### config.mk
export PLATFORM = sky130hd
export DESIGN_NAME = led_cnt_multi
export DESIGN_NICKNAME = d
export VERILOG_FILES = /design/src/rtl/led_pkg.sv /design/src/rtl/led_chan.sv /design/src/rtl/led_cnt_multi.sv
export SDC_FILE = /design/constraint.sdc
export NUM_CORES = 1
export LEC_CHECK = 0
export BUFFER_PORTS_ARGS = -buffer_cell sky130_fd_sc_hd__buf_2
export CORE_MARGIN = 3
export CORE_UTILIZATION = 60
export DETAILED_ROUTE_END_ITERATION = 8
export PLACE_DENSITY = 0.87
export SKIP_LAST_GASP = 1
export SLEW_MARGIN = 20
export SYNTH_ARGS = -nofsm -noshare
export SYNTH_HDL_FRONTEND = slang
export SYNTH_SLANG_ARGS = --single-unit
### constraint.sdc
create_clock -name clk100 -period 2.7 [get_ports clk100]
set_input_delay 0.135 -clock clk100 [delete_from_list [all_inputs] [get_ports clk100]]
set_output_delay 0.135 -clock clk100 [all_outputs]
set_load 0.005 [all_outputs]
### src/rtl/led_pkg.sv
// Shared types and constants for the multi-channel LED counter.
// Build option: define LED_CNT_MULTI_PWM_EN to enable PWM mode.
package led_pkg;

   typedef enum logic [1:0] {
      MODE_OFF   = 2'b00,
      MODE_ON    = 2'b01,
      MODE_BLINK = 2'b10,
      MODE_PWM   = 2'b11
   } mode_t;

   localparam int DUTY_W = 8;

`ifdef LED_CNT_MULTI_PWM_EN
   localparam bit PWM_EN = 1'b1;
`else
   localparam bit PWM_EN = 1'b0;
`endif

   // PWM is the only mode whose legality depends on the build.
   function automatic logic mode_legal(input logic [1:0] mode);
      return PWM_EN || (mode != MODE_PWM);
   endfunction

endpackage

### src/rtl/led_chan.sv
// One LED channel: free-running counter, configuration registers and output decode.
// Build option: LED_CNT_MULTI_PWM_EN adds the duty register and PWM comparator.
module led_chan
   import led_pkg::*;
#(
   parameter int CNT_W   = 27,
   parameter int DIV_W   = 5,
   parameter int DEF_DIV = 0
) (
   input  logic              clk100,
   input  logic              rst,
   input  logic              load,
   input  logic              sync,
   input  logic [1:0]        cfg_mode,
   input  logic [DIV_W-1:0]  cfg_div,
   input  logic [DUTY_W-1:0] cfg_duty,
   output logic              led
);

   logic [CNT_W-1:0] cnt;
   mode_t            mode;
   logic [DIV_W-1:0] div;
   logic [DIV_W-1:0] sel;
   logic [CNT_W-1:0] shifted;
   logic             next_led;

`ifdef LED_CNT_MULTI_PWM_EN
   logic [DUTY_W-1:0] duty;
`else
   logic unused_duty;
   assign unused_duty = ^cfg_duty;
`endif

   // NOTE: every always_comb output gets a default first so no path infers a latch.
   always_comb begin
      next_led = 1'b0;
      // Large dividers clamp to bit 0 rather than indexing below the counter.
      sel      = (div > DIV_W'(CNT_W-1)) ? '0 : DIV_W'(CNT_W-1) - div;
      shifted  = cnt >> sel;
      case (mode)
         MODE_OFF:   next_led = 1'b0;
         MODE_ON:    next_led = 1'b1;
         MODE_BLINK: next_led = shifted[0];
`ifdef LED_CNT_MULTI_PWM_EN
         MODE_PWM:   next_led = DUTY_W'(cnt) < duty;
`endif
         default:    next_led = 1'b0;
      endcase
   end

   // NOTE: sequential state uses non-blocking assignments so all registers update together.
   always_ff @(posedge clk100) begin
      if (rst) begin
         cnt  <= '0;
         mode <= MODE_OFF;
         div  <= DIV_W'(DEF_DIV);
         led  <= 1'b0;
`ifdef LED_CNT_MULTI_PWM_EN
         duty <= '0;
`endif
      end else begin
         led <= next_led;
         if (load) begin
            mode <= mode_t'(cfg_mode);
            div  <= cfg_div;
            cnt  <= '0;
`ifdef LED_CNT_MULTI_PWM_EN
            duty <= cfg_duty;
`endif
         end else if (sync) begin
            cnt <= '0;
         end else begin
            cnt <= cnt + CNT_W'(1);
         end
      end
   end

endmodule

### src/rtl/led_cnt_multi.sv
// Multi-channel LED driver: write decode, ack/err handshake and NUM_CH led_chan instances.
// Build option: define LED_CNT_MULTI_PWM_EN to enable PWM mode (otherwise PWM writes are rejected).
module led_cnt_multi
   import led_pkg::*;
#(
   parameter int NUM_CH  = 2,
   parameter int CNT_W   = 27,
   parameter int DIV_W   = 5,
   parameter int DEF_DIV = 0
) (
   input  logic                      clk100,
   input  logic                      rst,
   input  logic                      cfg_wren_i,
   input  logic [$clog2(NUM_CH):0]   cfg_ch_i,
   input  logic [1:0]                cfg_mode_i,
   input  logic [DIV_W-1:0]          cfg_div_i,
   input  logic [DUTY_W-1:0]         cfg_duty_i,
   input  logic                      sync_i,
   output logic                      cfg_ack_o,
   output logic                      cfg_err_o,
   output logic [NUM_CH-1:0]         leds_o
);

   localparam int CH_W = $clog2(NUM_CH) + 1;

   logic accept;
   logic reject;
   logic ack_q;
   logic err_q;

   assign accept = cfg_wren_i && (cfg_ch_i < CH_W'(NUM_CH)) && mode_legal(cfg_mode_i);
   assign reject = cfg_wren_i && !accept;

   always_ff @(posedge clk100) begin
      if (rst) begin
         ack_q <= 1'b0;
         err_q <= 1'b0;
      end else begin
         ack_q <= accept;
         err_q <= reject;
      end
   end

   // A reset arriving while the response is pending cancels it.
   assign cfg_ack_o = ack_q && !rst;
   assign cfg_err_o = err_q && !rst;

   for (genvar gi = 0; gi < NUM_CH; gi++) begin : g_chan
      led_chan #(
         .CNT_W   (CNT_W),
         .DIV_W   (DIV_W),
         .DEF_DIV (DEF_DIV)
      ) u_chan (
         .clk100   (clk100),
         .rst      (rst),
         .load     (accept && (cfg_ch_i == CH_W'(gi))),
         .sync     (sync_i),
         .cfg_mode (cfg_mode_i),
         .cfg_div  (cfg_div_i),
         .cfg_duty (cfg_duty_i),
         .led      (leds_o[gi])
      );
   end

endmodule

==> run_results.csv <==
group,metric,value,unit
logic_synthesis,synth_edf_count,0,
logic_synthesis,synth.most_common_cell,"nor2_1",
place,gp_congestion,0.8356,
worst_setup_path,crit_required,2940,ps
timing,worst_pin_slew,910.8,ps
logic_synthesis,netlist_top_cells_area,"dfxtp_1 39%, nor2_1 8.7%, xor2_1 8.1%, mux2i_1 7.0%, xnor2_1 4.3%",
grt,grt_pass1_vias,2779,
floorplan,initial_core_util,0.6429,
clock_tree,cts_setup_buffers,0,
power,power_density,512.1,nW/um2
floorplan,die_height,84.45,um
drt,firstDrtPassIters,6,
hold_path,min_path_type,"in -> reg",
timing,fmax,0.4294,GHz
finish,area_delta_synth_final,7.929,%
timing,finalSetupViolations,0,
finish,drive_above_1_share,0.1032,
logic_synthesis,syn_area,3692,um2
grt,grt_max_degree,28,
timing,maxSlewHeadroom,0.3915,
worst_setup_path,crit_arrival,2570,ps
power,power_leakage,0.001401,uW
clock_tree,path_clk_slew,90,ps
drt,drc,0,
worst_setup_path,cp-end-kind,"flop",
timing,drv_slew,0,
place,place_inst,492,
clock_tree,clockRootBuffer,"clkbuf_8",
timing,fin_crit,2329,ps
drt,wirelength,7406,um
clock_tree,cts_resized,0,
grt,antenna_found_initial,0,
power,ir_drop,0.0003712,V
drt,antenna_left,0,
timing,final-hold-violation-count,0,
floorplan,fp-row-count,27,
logic_synthesis,ys_ff_latch,72,
worst_setup_path,cp-start-kind,"flop",
timing,finalClockSkew,15.02,ps
finish,fin_nets,460,
worst_setup_path,worstReg2RegStart,"g_chan[0].u_chan.div[3]",
clock_tree,clkSinkCount,72,
worst_setup_path,cp_max_fo,10,
clock_tree,cts_buffers,9,
finish,fin_cells,508,
timing,tns,0,ps
logic_synthesis,ys_warn_count,0,
logic_synthesis,postSynthCellCount,416,
floorplan,die_w,84.45,um
finish,antenna_cells,0,
grt,grt_overflow,0,
floorplan,die_area,7131,um2
hold_path,hp-start,"cfg_div_i[2]",
drt,wire_per_inst,14.58,um
clock_tree,cts_tree,"yes",
worst_setup_path,crit_slowest_cell,"o21bai_1",
logic_synthesis,ys_types,51,
floorplan,pin_count,25,
logic_synthesis,syn_area_per_cell,8.876,um2
worst_setup_path,rrSetupSlack,370,ps
timing,fin_crit_sh,0.8626,
worst_setup_path,crit_chain,"nand2_1, o21bai_1, mux4_1, mux2i_1, o2111ai_1, o2111a_1",
worst_setup_path,startpoint,"g_chan[0].u_chan.div[3]",
clock_tree,clk_latency,350,ps
timing,rsz0062_at_grt,"no",
logic_synthesis,synth_top_area_frac,0.3904,
grt,grt_pass1_wl,12600,um
drt,via_count,2969,
logic_synthesis,synth_flop_cell,"dfxtp_1",
clock_tree,hold_buffers,0,
place,dpl.hpwl,5054,um
clock_tree,max-clock-path-buffers,2,
drt,drt-initial-drc-count,200,
worst_setup_path,slowest_delay,750,ps
logic_synthesis,async_flop_share,0,
grt,track_usage,0.2157,
job,maxCapViolations,0,
clock_tree,h-tree-depth,3,
logic_synthesis,yosysTopAreaCell,"dfxtp_1",
worst_setup_path,worstSetupPathType,"reg -> reg",
outcome,outcome,"finished, final reports clean",
drt,viasPerCell,5.844,
place,io_buffer_count,16,
floorplan,fp.coreArea,5743,um2
logic_synthesis,ys_top_cells_by_count,"86 x nor2_1, 72 x dfxtp_1, 34 x xor2_1, 31 x nand2_1, 26 x mux2i_1",
logic_synthesis,yosysSeqAreaShare,0.3904,
logic_synthesis,syn-num-nets,445,
==> cell usage in the layout, fill, tap and decap left out, drive strengths merged, types with 2 or more instances in the layout <==
master	n
nor2	87
dfxtp	72
xor2	34
nand2	32
mux2i	26
buf	19
nand3	18
xnor2	18
nand4	14
nor3	11
inv	11
clkbuf	9
ha	8
and3	7
a21oi	7
nand2b	6
mux4	6
and2	5
and4	4
nor2b	3
clkinvlp	3
o211ai	3
a211o	2
or3	2
a211oi	2
a21o	2
o21bai	2
a22o	2
a31oi	2
o21a	2
a2111oi	2
a221o	2
clkinv	2
==> kinds of logic after synthesis <==
family                     Yosys count  share of synthesized area
adders and majority gates            8                    0.02711
AOI/OAI and AO/OA                   36                    0.07557
muxes                               32                     0.1091
DFF                                 72                     0.3904
buffers and inverters               25                    0.03592
xor gates and xnor gates            52                     0.1233
and+or+nand+nor                    191                     0.2386
==> final timing paths <==
| path | endpoint | cells past startpoint |
|---|---|---|
| max reg2reg | g_chan[0].u_chan.led | 6 |
| max | g_chan[0].u_chan.led | 6 |
| min reg2reg | g_chan[1].u_chan.cnt[0] | 1 |
| min | g_chan[1].u_chan.div[2] | 3 |
==> critical path, delay by kind of cell, from the launching register on <==
family / cells / cell delay (ps)
mux: 2 / 610
compound gates: 3 / 1010
simple gates: 1 / 140
flops: 1 / 460
==> through the flow <==
| stage | util | total power (uW) | area [um2] | hold WS (ps) | setup slack, ps |
|---|---|---|---|---|---|
| 3_5_place_dp | 0.6599 | 1215 | 3790 | 397.4 | 428.1 |
| 2_1_floorplan | - | 1187 | 3692 | 282.2 | 788.3 |
| 5_1_grt | 0.6939 | 2121 | 3985 | 35.97 | 259.6 |
| 3_3_place_gp | 0.6599 | 1210 | 3790 | 388.8 | 522.2 |
| 6_report | 0.6939 | 2041 | 3985 | 39.54 | 371.0 |
| 4_1_cts | 0.6939 | 2048 | 3985 | 29.50 | 412.1 |
==> cell type report <==
cell class              instances  area (um2)
multi-input cells             319        2118
fillers                       408        1758
flip-flops and latches         72        1441
clock buffers                   9       123.9
repair buffers                 19       102.6
well taps                      72       90.09
clock inverters                 7       71.32
inverters                      10       37.54
==> sequential cells by signal, summed over array words and instances, names as in the netlist <==
register,flops
g_chan.u_chan.div,10
g_chan.u_chan.mode,4
err_q,1
g_chan.u_chan.cnt,54
g_chan.u_chan.led,2
ack_q,1
==> layer usage <==
metal	share of wire	wire length [um]	GRT usage
met1	0.46	3372	0.2693
met2	0.48	3552	0.3615
met3	0.049	364	0.05888
met4	0.016	116	0.07194
met5	0	0	0
==> report_power, final <==
part           switching (uW)  internal (uW)  total, uW
clock network             422            426        848
logic                    66.4           43.2        110
registers                11.6           1070       1080
total                     500           1540       2040
No activity file was read; power rests on OpenSTA's default activity.
